File: config.mk
export PLATFORM = sky130hd
export DESIGN_NAME = spi_sram_bridge
export DESIGN_NICKNAME = d
export VERILOG_FILES = /design/src/rtl/spi_sram_bridge.sv
export SDC_FILE = /design/constraint.sdc
export NUM_CORES = 1
export LEC_CHECK = 0
export CORE_MARGIN = 2
export CORE_UTILIZATION = 49
export DETAILED_ROUTE_END_ITERATION = 8
export GPL_ROUTABILITY_DRIVEN = 1
export PLACE_DENSITY = 0.75
export SLEW_MARGIN = 20
export SYNTH_ARGS = -nofsm -noshare
export SYNTH_HDL_FRONTEND = slang
export SYNTH_SLANG_ARGS = --single-unit
File: constraint.sdc
create_clock -name clk -period 4.27 [get_ports clk]
set_clock_uncertainty 0.15 [all_clocks]
set_input_delay 0.854 -clock clk [delete_from_list [all_inputs] [get_ports clk]]
set_output_delay 0.854 -clock clk [all_outputs]
set_load 0.005 [all_outputs]
File: src/rtl/spi_sram_bridge.sv
// spi_sram_bridge
//   Turns single-sample read/write requests from the memory controller into
//   SPI mode-0 (MSB first) transactions on a 23LC1024-class serial SRAM and
//   returns read data. One request in flight; req_ready doubles as the
//   controller's off_chip_mem_ready.
//   Frame: command byte (0x02 write / 0x03 read), ADDR_BYTES address bytes,
//   then DATA_W data bits (write data on MOSI, MOSI=0 while reading).
//   Sequence per frame: IDLE -> SETUP -> SHIFT -> HOLD -> GAP -> IDLE, where
//   SETUP/HOLD/GAP and every SCLK half-period last CLK_DIV clk cycles.
//   Build macro SPI_SRAM_INIT_EN: after reset release, send the 16-bit WRMR
//   frame 0x01 0x40 (sequential mode) before accepting any request.
module spi_sram_bridge #(
   parameter int DATA_W     = 16,
   parameter int ADDR_BYTES = 3,
   parameter int CLK_DIV    = 2
) (
   input  logic                    clk,
   input  logic                    rstb,
   input  logic                    req_valid,
   output logic                    req_ready,
   input  logic                    req_we,
   input  logic [8*ADDR_BYTES-1:0] req_addr,
   input  logic [DATA_W-1:0]       req_wdata,
   output logic                    rsp_valid,
   output logic [DATA_W-1:0]       rsp_rdata,
   output logic                    spi_sclk,
   output logic                    spi_cs_n,
   output logic                    spi_mosi,
   input  logic                    spi_miso
);

   localparam int N    = 8 + 8*ADDR_BYTES + DATA_W;
   localparam int HP_W = $clog2(CLK_DIV + 1);
   localparam int BC_W = $clog2(N + 1);

   localparam logic [HP_W-1:0] HP_LAST  = HP_W'(CLK_DIV - 1);
   localparam logic [BC_W-1:0] BC_FULL  = BC_W'(N);
   localparam logic [BC_W-1:0] BC_INIT  = BC_W'(16);
   localparam logic [7:0]      CMD_WR   = 8'h02;
   localparam logic [7:0]      CMD_RD   = 8'h03;

   // WRMR command + sequential-mode byte, left-aligned so it leaves MOSI first
   localparam logic [N-1:0]    INIT_FRAME = {8'h01, 8'h40, {(N-16){1'b0}}};

`ifdef SPI_SRAM_INIT_EN
   localparam logic INIT_EN = 1'b1;
`else
   localparam logic INIT_EN = 1'b0;
`endif

   typedef enum logic [2:0] {
      S_IDLE,
      S_SETUP,
      S_SHIFT,
      S_HOLD,
      S_GAP
   } state_t;

   // control registers
   state_t            state_q, state_d;
   logic [HP_W-1:0]   hp_q, hp_d;
   logic [BC_W-1:0]   bcnt_q, bcnt_d;
   logic              init_pend_q, init_pend_d;
   logic              sclk_q, sclk_d;
   logic              cs_n_q, cs_n_d;
   logic              mosi_q, mosi_d;
   logic              ready_q, ready_d;
   logic              rsp_valid_q, rsp_valid_d;
   logic [DATA_W-1:0] rdata_q, rdata_d;

   // datapath registers (reloaded at every frame start)
   logic [N-1:0]      sr_q, sr_d;
   logic [DATA_W-1:0] rx_q, rx_d;
   logic              we_q, we_d;
   logic              init_frame_q, init_frame_d;

   // request frame assembly
   logic [DATA_W-1:0] tx_data;
   logic [N-1:0]      req_frame;

   // next-state, SPI pin and response logic
   always_comb begin
      state_d      = state_q;
      hp_d         = hp_q;
      bcnt_d       = bcnt_q;
      init_pend_d  = init_pend_q;
      sclk_d       = sclk_q;
      cs_n_d       = cs_n_q;
      mosi_d       = mosi_q;
      rsp_valid_d  = 1'b0;
      rdata_d      = rdata_q;
      sr_d         = sr_q;
      rx_d         = rx_q;
      we_d         = we_q;
      init_frame_d = init_frame_q;

      tx_data   = req_we ? req_wdata : '0;
      req_frame = {(req_we ? CMD_WR : CMD_RD), req_addr, tx_data};

      case (state_q)
         S_IDLE: begin
            if (init_pend_q) begin
               // mode-register frame has priority over any request
               state_d      = S_SETUP;
               hp_d         = HP_LAST;
               bcnt_d       = BC_INIT;
               sr_d         = INIT_FRAME;
               mosi_d       = INIT_FRAME[N-1];
               init_frame_d = 1'b1;
               init_pend_d  = 1'b0;
               cs_n_d       = 1'b0;
               sclk_d       = 1'b0;
            end else if (req_valid && ready_q) begin
               state_d      = S_SETUP;
               hp_d         = HP_LAST;
               bcnt_d       = BC_FULL;
               sr_d         = req_frame;
               mosi_d       = req_frame[N-1];
               we_d         = req_we;
               init_frame_d = 1'b0;
               cs_n_d       = 1'b0;
               sclk_d       = 1'b0;
            end
         end

         S_SETUP: begin
            if (hp_q == '0) begin
               // first rising edge: SRAM and bridge both sample here
               state_d = S_SHIFT;
               hp_d    = HP_LAST;
               sclk_d  = 1'b1;
               rx_d    = {rx_q[DATA_W-2:0], spi_miso};
            end else begin
               hp_d = hp_q - HP_W'(1);
            end
         end

         S_SHIFT: begin
            if (hp_q == '0) begin
               hp_d = HP_LAST;
               if (sclk_q) begin
                  // falling edge: advance MOSI, one more bit done
                  sclk_d = 1'b0;
                  sr_d   = {sr_q[N-2:0], 1'b0};
                  mosi_d = sr_q[N-2];
                  bcnt_d = (bcnt_q == '0) ? '0 : bcnt_q - BC_W'(1);
               end else if (bcnt_q == '0) begin
                  // last low half-period finished, SCLK parked low
                  state_d = S_HOLD;
               end else begin
                  sclk_d = 1'b1;
                  rx_d   = {rx_q[DATA_W-2:0], spi_miso};
               end
            end else begin
               hp_d = hp_q - HP_W'(1);
            end
         end

         S_HOLD: begin
            if (hp_q == '0) begin
               state_d     = S_GAP;
               hp_d        = HP_LAST;
               cs_n_d      = 1'b1;
               rsp_valid_d = !init_frame_q;
               if (!init_frame_q && !we_q) begin
                  rdata_d = rx_q;
               end
            end else begin
               hp_d = hp_q - HP_W'(1);
            end
         end

         S_GAP: begin
            if (hp_q == '0) begin
               state_d = S_IDLE;
            end else begin
               hp_d = hp_q - HP_W'(1);
            end
         end

         default: begin
            state_d = S_IDLE;
            cs_n_d  = 1'b1;
            sclk_d  = 1'b0;
         end
      endcase

      ready_d = (state_d == S_IDLE) && !init_pend_d;
   end

   // control state and registered outputs, synchronous active-low reset
   always_ff @(posedge clk) begin
      if (!rstb) begin
         state_q     <= S_IDLE;
         hp_q        <= '0;
         bcnt_q      <= '0;
         init_pend_q <= INIT_EN;
         sclk_q      <= 1'b0;
         cs_n_q      <= 1'b1;
         mosi_q      <= 1'b0;
         ready_q     <= 1'b0;
         rsp_valid_q <= 1'b0;
         rdata_q     <= '0;
      end else begin
         state_q     <= state_d;
         hp_q        <= hp_d;
         bcnt_q      <= bcnt_d;
         init_pend_q <= init_pend_d;
         sclk_q      <= sclk_d;
         cs_n_q      <= cs_n_d;
         mosi_q      <= mosi_d;
         ready_q     <= ready_d;
         rsp_valid_q <= rsp_valid_d;
         rdata_q     <= rdata_d;
      end
   end

   // shift registers and captured request fields, overwritten at frame start
   always_ff @(posedge clk) begin
      sr_q         <= sr_d;
      rx_q         <= rx_d;
      we_q         <= we_d;
      init_frame_q <= init_frame_d;
   end

   assign req_ready = ready_q;
   assign rsp_valid = rsp_valid_q;
   assign rsp_rdata = rdata_q;
   assign spi_sclk  = sclk_q;
   assign spi_cs_n  = cs_n_q;
   assign spi_mosi  = mosi_q;

endmodule

Word level (Yosys, flattened, before mapping)
Cells that the tools add are included.

cells by class
  $add $sub $neg = 2
  eq/ne operators = 12
  mux-type cells = 46
  bitwise gates (word level) = 3
  reductions and logical operators = 26

operators by type and width
  cell                   count
  $mux W47               4
  $pmux W47 S2           1
  $mux W16               5
  $pmux W16 S2           1
  $mux W6                5
  $mux W3                8
  $pmux W3 S5            1
  $reduce_and A3 Y1      5
  $ne A2 B2 Y1 const B   7
  $mux W1                12
  $pmux W6 S2            1
  $mux W2                4
  $reduce_and A4 Y1      2
  $eq A3 B2 Y1 const B   2
  $logic_not A3 Y1       2
  $logic_not A6 Y1       1
  $pmux W2 S3            1
  $reduce_bool A2 Y1     3
  $reduce_or A3 Y1       2
  $sub A6 B1 Y6 const B  1
  $reduce_and A5 Y1      1
  $pmux W1 S4            1
  $eq A3 B1 Y1 const B   1
  $eq A3 B3 Y1 const B   1
  11 further kinds       17

word-level totals
  register bits = 98
  input port bits = 45
  output and inout bits = 21
  word-level logic and storage cells = 103

Longest topological paths before layout
Gate-level depths: netlist of run 1.

  word-level depth = 7
  gate-level depth with buffers = 9
  gate-level depth less buffers = 7

Worst setup path before layout of run 1
OpenSTA, ideal clock, no wires.

  path type = in2reg
  start = in req_valid
  end = reg bcnt_q[3]
  library setup time = 0.115 ns
  arrival time = 2.540 ns
  data required time = 4.005 ns
  setup slack = 1.466 ns
  cell stages on the path = 5
  path buffers = 0
  path through = a21oi_2 -> a2bb2oi_4 -> inv_1 -> a21boi_0 -> o21a_1

between the ends
  word-level cells in the longest chain between the ends = 3

RTL lines
  what                                RTL line  text
  from (decl)                         19        input logic req_valid,
  $logic_and A1 B1 Y1                 113       end else if (req_valid && ready_q) begin
  $ne A3 B3 Y1 (no source line)       --
  $reduce_and A4 Y1 (no source line)  --
  to (signal assigned)                207       bcnt_q <= bcnt_d;
  to (decl)                           62        logic [BC_W-1:0] bcnt_q, bcnt_d;

No other way between the ends.
A chain may end at the register's enable or synchronous reset.

Worst setup path after layout of run 1
  start = in req_valid
  end = reg bcnt_q[1]

Same word-level chain as after synthesis.

==> run_results.csv, run 1 <==
group,metric,value,unit
clocking,post_cts_buffers,0,
global_route,grt_usage,17.5,%
sta,finalHoldViolations,0,
final_layout,multi_input_area,1420,sq um
clocking,path_clk_slew,0.08,ns
floorplanning,die_y,96.1,um
sta,fin_crit,2.65,ns
final_layout,layoutNonFillerInstCount,529,
yosys,synth.largest_area_cell,"edfxtp_1",
yosys,ys_seq_area_share,62.8,%
worst_setup_path,critical_path.max_stage_delay,0.50,ns
floorplanning,core-area,8220,sq um
global_route,antenna_found_initial,0,
sta,slew_headroom,37.1,%
flow_run,drv_cap,0,
worst_setup_path,worstPathRequired,4.37,ns
yosys,ys_async_sr_fraction,0,%
worst_setup_path,cp-end-kind,"flop",
sta,fin_crit_sh,62.2,%
place,io_buffer_count,65,
sta,slew_violations,0,
drt,drtIter0Drc,105,
drt,post-route-drc-count,0,
clocking,cts_tree,"done",
floorplanning,die_w,96.1,um
place,hpwlAfterDp,4950,um
pwr,p_leak,1.80,nW
place,routabilityCongestion,0.810,
yosys,yosys.area.top_type_share,46.9,%
drt,firstDrtPassIters,4,
final_layout,num-fill-cells,660,
floorplanning,rows,33,
clocking,clock_latency,0.36,ns
worst_setup_path,cp.buffers_inverters,3,
drt,wl_per_cell,14.5,um
floorplanning,ioPinCount,66,
worst_setup_path,cp-start-kind,"primary input",
drt,via_per_inst,5.27,
sta,setup_viol,0,
final_layout,area_growth,21.7,%
sta,worst_pin_slew,0.939,ns
global_route,first_global_vias,2594,
outcome,outcome,"completed",
clocking,clockBufferDepth,2,
sta,rsz0062_at_grt,"no",
final_layout,antenna_cells,0,
clocking,ctsHoldBuffers,0,
drt,vias,2790,
floorplanning,dieArea,9240,sq um
yosys,synth.area.top_cells,"edfxtp_1, dfxtp_1, nand2_1",
clocking,root_buffer,"clkbuf_8",
yosys,syn_inst,364,
sta,finalSetupTns,0,ns
clocking,clock_sinks,98,
yosys,synth_cell_type_count,49,
worst_setup_path,critical-path-top-delay-family,"buffers and inverters",
clocking,htreeDepth,3,
final_layout,regArea,2610,sq um
worst_setup_path,crit_chain,"clkdlybuf4s50_1, a21oi_2, a2bb2oi_4, inv_2, buf_4, o22ai_1, and2_1",
sta,fmax,377,MHz
yosys,yosys_warnings,0,
worst_setup_path,path_class,"primary input to flop",
yosys,ys_ff_latch,98,
worst_setup_path,crit_fanout,32,
yosys,ys.flop_type,"edfxtp_1",
yosys,syn_area_per_cell,11.4,sq um
yosys,synth.net_count,413,
drt,antenna_left,0,
final_layout,fin_nets,468,
pwr,power.density,493,nW/um^2
pwr,ir_drop,0.264,mV
min_path,hp-class,"flop to flop",
clocking,numCtsBuffers,9,
yosys,synth_edf_count,65,
final_layout,drive_gt1_share,6.60,%
clocking,cts_resized,0,
yosys,syn_area,4160,sq um
global_route,grt_overflow,0,
floorplanning,start_util,50.6,%
global_route,grt_pass1_wl,12300,um
drt,routed_wirelength,7650,um
worst_setup_path,cp_slowest_cell,"clkdlybuf4s50_1",
worst_setup_path,critPathArrivalTime,2.75,ns
global_route,grt_max_degree,49,
place,dp.cells,513,
==> power breakdown <==
part / switching [mW] / internal [mW] / leakage [nW]
sequential: 0.0862 / 1.25 / 0.868
combinational: 0.308 / 0.222 / 0.834
clock: 0.301 / 0.332 / 0.101
==> cells in the final DEF (no fill, tap or decap), types with 5 or more instances in the layout <==
| cell | n |
|---|---|
| clkdlybuf4s50_1 | 64 |
| nor3_1 | 5 |
| nand3b_1 | 23 |
| nor2_1 | 10 |
| nand2_1 | 89 |
| and2_1 | 7 |
| o21ai_0 | 11 |
| edfxtp_1 | 65 |
| a21boi_0 | 17 |
| dfxtp_1 | 33 |
| a22o_1 | 15 |
| clkbuf_8 | 9 |
==> synth_stat cells (3+ instances only) <==
master	n
a22o_1	15
o21a_1	4
edfxtp_1	65
nand2_1	89
or3_1	4
dfxtp_1	33
nor2_1	10
a31oi_1	3
nor3_1	5
o21ai_0	11
a21boi_0	17
a21boi_1	4
and2_1	7
buf_2	3
a21oi_1	4
o211ai_1	3
ha_1	4
clkbuf_1	17
nand3b_1	23
nor3b_1	5
inv_1	5
==> cell families (layout without fill, tap and decap cells) <==
| family | Yosys count | in the layout | synth area share (%) |
|---|---|---|---|
| xor+xnor | 1 | 1 | 0.211 |
| buf+inv | 29 | 89 | 3.19 |
| mux | 2 | 2 | 0.512 |
| flops | 98 | 98 | 62.8 |
| compound gates | 68 | 68 | 12.2 |
| simple gates | 162 | 162 | 19.8 |
| fa+ha+maj | 4 | 4 | 1.20 |
==> worst paths after layout <==
check	startpoint	end	slack, ns	cells past startpoint
worst min register to register	rx_q[9]	rx_q[10]	0.31	0
worst min-delay path	rx_q[9]	rx_q[10]	0.31	0
worst max-delay path	req_valid	bcnt_q[1]	1.62	7
worst max register to register	state_q[0]	bcnt_q[1]	1.70	6
==> sequential cells by signal (all words and copies together), names as in the netlist, 2 cells and up <==
signal,count
bcnt_q,6
rsp_rdata,16
rx_q,16
hp_q,2
sr_q,47
state_q,3
==> metrics by stage <==
| stage | hold slack (ns) | setup WS, ns | total power, mW | instance area [sq um] | util (%) |
|---|---|---|---|---|---|
| 6_report | 0.306 | 1.62 | 2.50 | 5060 | 61.6 |
| 5_1_grt | 0.323 | 1.44 | 2.63 | 5060 | 61.6 |
| 4_1_cts | 0.302 | 1.59 | 2.52 | 5060 | 61.6 |
| 3_5_place_dp | 0.282 | 1.23 | 1.88 | 4850 | 59.1 |
| 3_3_place_gp | 0.281 | 1.29 | 1.87 | 4850 | 59.1 |
| 2_1_floorplan | 0.276 | 1.47 | 1.72 | 4160 | - |
==> routing by layer <==
layer,global-route usage (%),vias up,wire (um)
met5,0,-,0
met2,26.5,49,3590
li1,-,1405,-
met1,24.9,1329,3670
met4,6.79,0,81
met3,3.52,7,306
==> cell type report <==
type | count | area share, %
clock buffer | 12 | 2.67
clock inverter | 4 | 1.51
inverter | 5 | 0.371
multi-input combinational | 237 | 28.0
sequential | 98 | 51.6
tap | 105 | 2.60
timing repair buffer | 68 | 13.2
Power figures use the tool's default switching activity.
==> run 2, diff against run 1 <==
--- a/config.mk
+++ b/config.mk
@@ -6,10 +6,10 @@
 export NUM_CORES = 1
 export LEC_CHECK = 0
 export CORE_MARGIN = 2
-export CORE_UTILIZATION = 49
+export CORE_UTILIZATION = 48
 export DETAILED_ROUTE_END_ITERATION = 8
 export GPL_ROUTABILITY_DRIVEN = 1
-export PLACE_DENSITY = 0.75
+export PLACE_DENSITY = 0.77
 export SLEW_MARGIN = 20
 export SYNTH_ARGS = -nofsm -noshare
 export SYNTH_HDL_FRONTEND = slang
==> constraint.sdc (replaced) <==
create_clock -name clk -period 2.3 [get_ports clk]
set_clock_uncertainty 0.15 [all_clocks]
set_input_delay 0.46 -clock clk [delete_from_list [all_inputs] [get_ports clk]]
set_output_delay 0.46 -clock clk [all_outputs]
set_load 0.005 [all_outputs]
==> run 2 against run 1 <==
Compared with the run above: combinational power increased by 110%; critical path type is now flop to output port; design area grew 2.7%; critical path depth fell by 6; via count is 1.5% higher; flip-flop and latch count is the same.
==> run_results.csv, run 2 (synthesized netlist as in run 1, its figures left out) <==
group,metric,value,unit
outcome,outcome,"completed",
final_layout,post-route-util,62.6,%
floorplanning,ioPinCount,66,
place,routabilityCongestion,0.830,
sta,worst_pin_slew,0.561,ns
place,hpwlAfterDp,5090,um
drt,wl_per_cell,14.1,um
worst_setup_path,path_class,"flop to output port",
clocking,post_cts_buffers,0,
final_layout,final_cell_mix,"nand2_1, edfxtp_1, clkdlybuf4s50_1, dfxtp_1, nand3b_1",
sta,slew_violations,0,
sta,rsz0062_at_grt,"no",
sta,setup_viol,0,
clocking,clockBufferDepth,2,
final_layout,area_growth,24.9,%
final_layout,fin_nets,480,
worst_setup_path,crit_chain,"clkdlybuf4s50_1",
drt,post-route-drc-count,0,
final_layout,final_cell_area,5190,sq um
place,io_buffer_count,65,
clocking,path_clk_slew,0.10,ns
min_path,min-delay-start,"rx_q[2]",
drt,drtIter0Drc,124,
worst_setup_path,cp_slowest_cell,"clkdlybuf4s50_1",
flow_run,drv_cap,0,
clocking,clock_sinks,98,
global_route,grt_usage,16.6,%
clocking,clock_latency,0.36,ns
worst_setup_path,cp.buffers_inverters,1,
drt,routed_wirelength,7610,um
final_layout,antenna_cells,0,
pwr,p_leak,1.87,nW
sta,fin_crit_sh,87.2,%
drt,vias,2832,
sta,finalHoldViolations,0,
pwr,ir_drop,0.402,mV
clocking,cts_tree,"done",
pwr,power.density,902,nW/um^2
global_route,grt_pass1_wl,12700,um
final_layout,final_common_cell,"nand2_1",
clocking,numCtsBuffers,9,
floorplanning,die_y,97.1,um
worst_setup_path,critPathArrivalTime,1.40,ns
floorplanning,rows,33,
floorplanning,die_w,97.1,um
worst_setup_path,critical-path-top-delay-family,"buffers and inverters",
final_layout,num-fill-cells,683,
place,placed_area,4970,sq um
pwr,finalPower,4.69,mW
clocking,ctsHoldBuffers,0,
floorplanning,core-area,8300,sq um
sta,slew_headroom,62.6,%
worst_setup_path,crit_fanout,6,
clocking,htreeDepth,3,
drt,antenna_left,0,
worst_setup_path,reg2reg_from,"hp_q[0]",
global_route,grt_max_degree,50,
worst_setup_path,critical_path.max_stage_delay,0.56,ns
global_route,first_global_vias,2681,
final_layout,largest_reg_flops,47,
global_route,antenna_found_initial,0,
drt,firstDrtPassIters,4,
floorplanning,start_util,50.1,%
sta,fmax,498,MHz
clocking,root_buffer,"clkbuf_8",
floorplanning,dieArea,9420,sq um
final_layout,drive_gt1_share,10.8,%
worst_setup_path,worstPathRequired,1.69,ns
worst_setup_path,crit_start,"spi_sclk",
worst_setup_path,cp-start-kind,"flop",
clocking,cts_resized,0,
drt,via_per_inst,5.23,
min_path,hp-class,"flop to flop",
final_layout,max_flop_register,"sr_q",
worst_setup_path,cp-end-kind,"output port",
sta,fin_crit,2.01,ns
global_route,grt_overflow,0,
run 2: power breakdown:
part / internal [mW] / total, mW / switching [mW]
Clock: 0.546 / 1.16 / 0.612
Sequential: 2.31 / 2.44 / 0.129
Combinational: 0.473 / 1.09 / 0.615
run 2: stage by stage:
stage / std cells / worst slack (ns) / TNS [ns] / hold slack [ns]
finish: 541 / 0.293 / 0 / 0.303
global route: 541 / 0.176 / 0 / 0.306
CTS: 541 / 0.262 / 0 / 0.301
detailed placement: 525 / -0.00239 / -0.00239 / 0.286
global placement: 525 / 0.0609 / 0 / 0.281
floorplan: 364 / -0.113 / -3.30 / 0.276
run 2: cell type report:
class	count	area, sq um	area share [%]
sequential	98	2620	50.3
multi-input combinational	237	1430	27.5
timing repair buffer	80	776	14.9
clock buffer	11	174	3.35
tap	105	131	2.53
clock inverter	5	46.3	0.891
inverter	5	22.5	0.434
run 2: path summary, 6_finish.rpt:
path               endpoint  slack [ns]  cells past startpoint
setup / recovery   spi_sclk        0.29                      1
hold / removal      rx_q[3]        0.30                      0
setup reg to reg  bcnt_q[5]        0.32                      8
hold reg to reg     rx_q[3]        0.30                      0
run 2: per-layer routing:
metal | global-route usage [%] | part of all wire, %
met5 | 0 | 0
met4 | 6.18 | 1.2
met3 | 3.74 | 3.4
met2 | 24.9 | 46
met1 | 23.9 | 49
==> run 3, diff against run 2 <==
--- a/config.mk
+++ b/config.mk
@@ -6,10 +6,10 @@
 export NUM_CORES = 1
 export LEC_CHECK = 0
 export CORE_MARGIN = 2
-export CORE_UTILIZATION = 48
+export CORE_UTILIZATION = 40
 export DETAILED_ROUTE_END_ITERATION = 8
 export GPL_ROUTABILITY_DRIVEN = 1
-export PLACE_DENSITY = 0.77
+export PLACE_DENSITY = 0.66
 export SLEW_MARGIN = 20
 export SYNTH_ARGS = -nofsm -noshare
 export SYNTH_HDL_FRONTEND = slang
==> run 3 against run 2 <==
Compared with the run above: clock power is 5% lower; critical path depth is 5 higher; routed wire length is 2.8% higher; flip-flop and latch count stayed put; count of clock-buffer cells in the layout is 1 lower; register-to-register slack worse by 0.06 ns; worst setup slack worse by 0.034 ns; total power is 0.49% lower; sequential share of layout area is 0.31 points lower; hold slack better by 0.0035 ns; core utilization is 11 points lower; sequential power hardly changed; critical path type is now flop to flop; largest cell class unchanged.
==> run_results.csv, run 3 (synthesized netlist as in run 1, its figures left out) <==
group,metric,value,unit
clocking,numCtsBuffers,9,
drt,wl_met3,289,um
final_layout,final_cell_mix,"nand2_1, edfxtp_1, clkdlybuf4s50_1, dfxtp_1, nand3b_1",
floorplanning,die_w,106,um
drt,vias,2834,
worst_setup_path,cp-start-kind,"flop",
drt,post-route-drc-count,0,
worst_setup_path,crit_fanout,29,
sta,fin_crit,2.04,ns
worst_setup_path,cp-end-kind,"flop",
global_route,antenna_found_initial,0,
worst_setup_path,cp_slowest_cell,"or3_1",
floorplanning,rows,37,
drt,firstDrtPassIters,4,
global_route,first_global_vias,2722,
sta,setup_ws,0.259,ns
worst_setup_path,critPathArrivalTime,2.15,ns
drt,route.met2.wl,3640,um
final_layout,drive_gt1_share,10.8,%
clocking,root_buffer,"clkbuf_8",
clocking,clock_sinks,98,
worst_setup_path,crit_chain,"or3_1, a2bb2oi_4, clkinvlp_4, buf_12, a21boi_1, o21a_1",
worst_setup_path,path_class,"flop to flop",
pwr,p_leak,1.86,nW
clocking,cts_tree,"done",
clocking,ctsHoldBuffers,0,
clocking,clockBufferDepth,2,
sta,finalHoldViolations,0,
drt,top_signal_layer_used,"met4",
sta,worst_pin_slew,0.532,ns
worst_setup_path,critical_path.max_stage_delay,0.52,ns
pwr,ir_drop,0.433,mV
final_layout,antenna_cells,0,
floorplanning,start_util,40.8,%
drt,wl_met1,3750,um
place,io_buffer_count,65,
clocking,cts_resized,0,
floorplanning,core-area,10200,sq um
final_layout,final_common_cell,"nand2_1",
final_layout,num-fill-cells,944,
flow_run,drv_cap,0,
sta,setup_viol,0,
global_route,grt_pass1_wl,12900,um
drt,via_per_inst,4.95,
min_path,hp-class,"flop to flop",
sta,fin_crit_sh,88.7,%
final_layout,largest_reg_flops,47,
final_layout,area_growth,25.7,%
sta,slew_violations,0,
drt,routed_wirelength,7830,um
clocking,htreeDepth,3,
clocking,post_cts_buffers,0,
sta,rsz0062_at_grt,"no",
pwr,power.density,892,nW/um^2
clocking,clock_latency,0.36,ns
drt,antenna_left,0,
drt,wl_per_cell,13.7,um
floorplanning,ioPinCount,66,
drt,drtIter0Drc,114,
place,post-place-ws,0.0608,ns
final_layout,post-route-util,51.3,%
global_route,grt_overflow,0,
global_route,grt_max_degree,48,
sta,slew_headroom,64.5,%
clocking,path_clk_slew,0.10,ns
global_route,grt_usage,14.3,%
floorplanning,die_y,106,um
outcome,outcome,"completed",
place,routabilityCongestion,0.750,
final_layout,fin_nets,481,
sta,fmax,490,MHz
floorplanning,dieArea,11200,sq um
worst_setup_path,worstPathRequired,2.41,ns
place,hpwlAfterDp,5240,um
final_layout,max_flop_register,"sr_q",
run 3: cell count changes in the layout (fill, tap and decap cells not counted), sizes merged:
cell,before,now
bufinv,0,1
clkinvlp,1,3
buf,15,16
clkinv,1,2
clkbuf,11,10
inv,8,5
run 3: critical path: cells and delay by family, from the launching register on:
family / cells / cell delay, ns
compound gates: 3 / 0.49
buf+inv: 2 / 0.36
flops: 1 / 0.43
simple gates: 1 / 0.52
run 3: final cells by class:
class	instances	area, sq um	share of cell area, %
Sequential cell	98	2620	50.0
Inverter	5	22.5	0.431
Timing Repair Buffer	81	796	15.2
Tap cell	136	170	3.26
Clock buffer	10	128	2.44
Multi-Input combinational cell	237	1430	27.4
Clock inverter	6	66.3	1.27
run 3: path summary, 6_finish.rpt:
kind | startpoint | to | slack [ns] | cells after the start
hold / removal | rsp_rdata[15] | rsp_rdata[15] | 0.31 | 2
setup / recovery | state_q[0] | bcnt_q[3] | 0.26 | 6
hold reg to reg | rsp_rdata[15] | rsp_rdata[15] | 0.31 | 2
setup reg to reg | state_q[0] | bcnt_q[3] | 0.26 | 6
run 3: layer usage:
| metal | track usage, % | vias to the layer above |
|---|---|---|
| li1 | - | 1431 |
| met1 | 19.8 | 1338 |
| met2 | 22.4 | 54 |
| met3 | 2.27 | 11 |
| met4 | 6.58 | 0 |
| met5 | 0 | - |
run 3: through the flow:
stage               setup TNS (ns)  hold slack, ns  total power, mW  area, sq um  std cells
floorplan                    -3.30           0.276             3.22         4180        364
global placement                 0           0.279             3.58         5030        557
detailed placement               0           0.287             3.61         5030        557
CTS                              0           0.310             4.72         5230        573
global route                     0           0.316             4.92         5230        573
finish                           0           0.306             4.66         5230        573
run 3: power by group:
part,switching (mW),internal (mW),total (mW)
combinational,0.609,0.503,1.11
sequential,0.147,2.31,2.46
clock,0.588,0.507,1.10
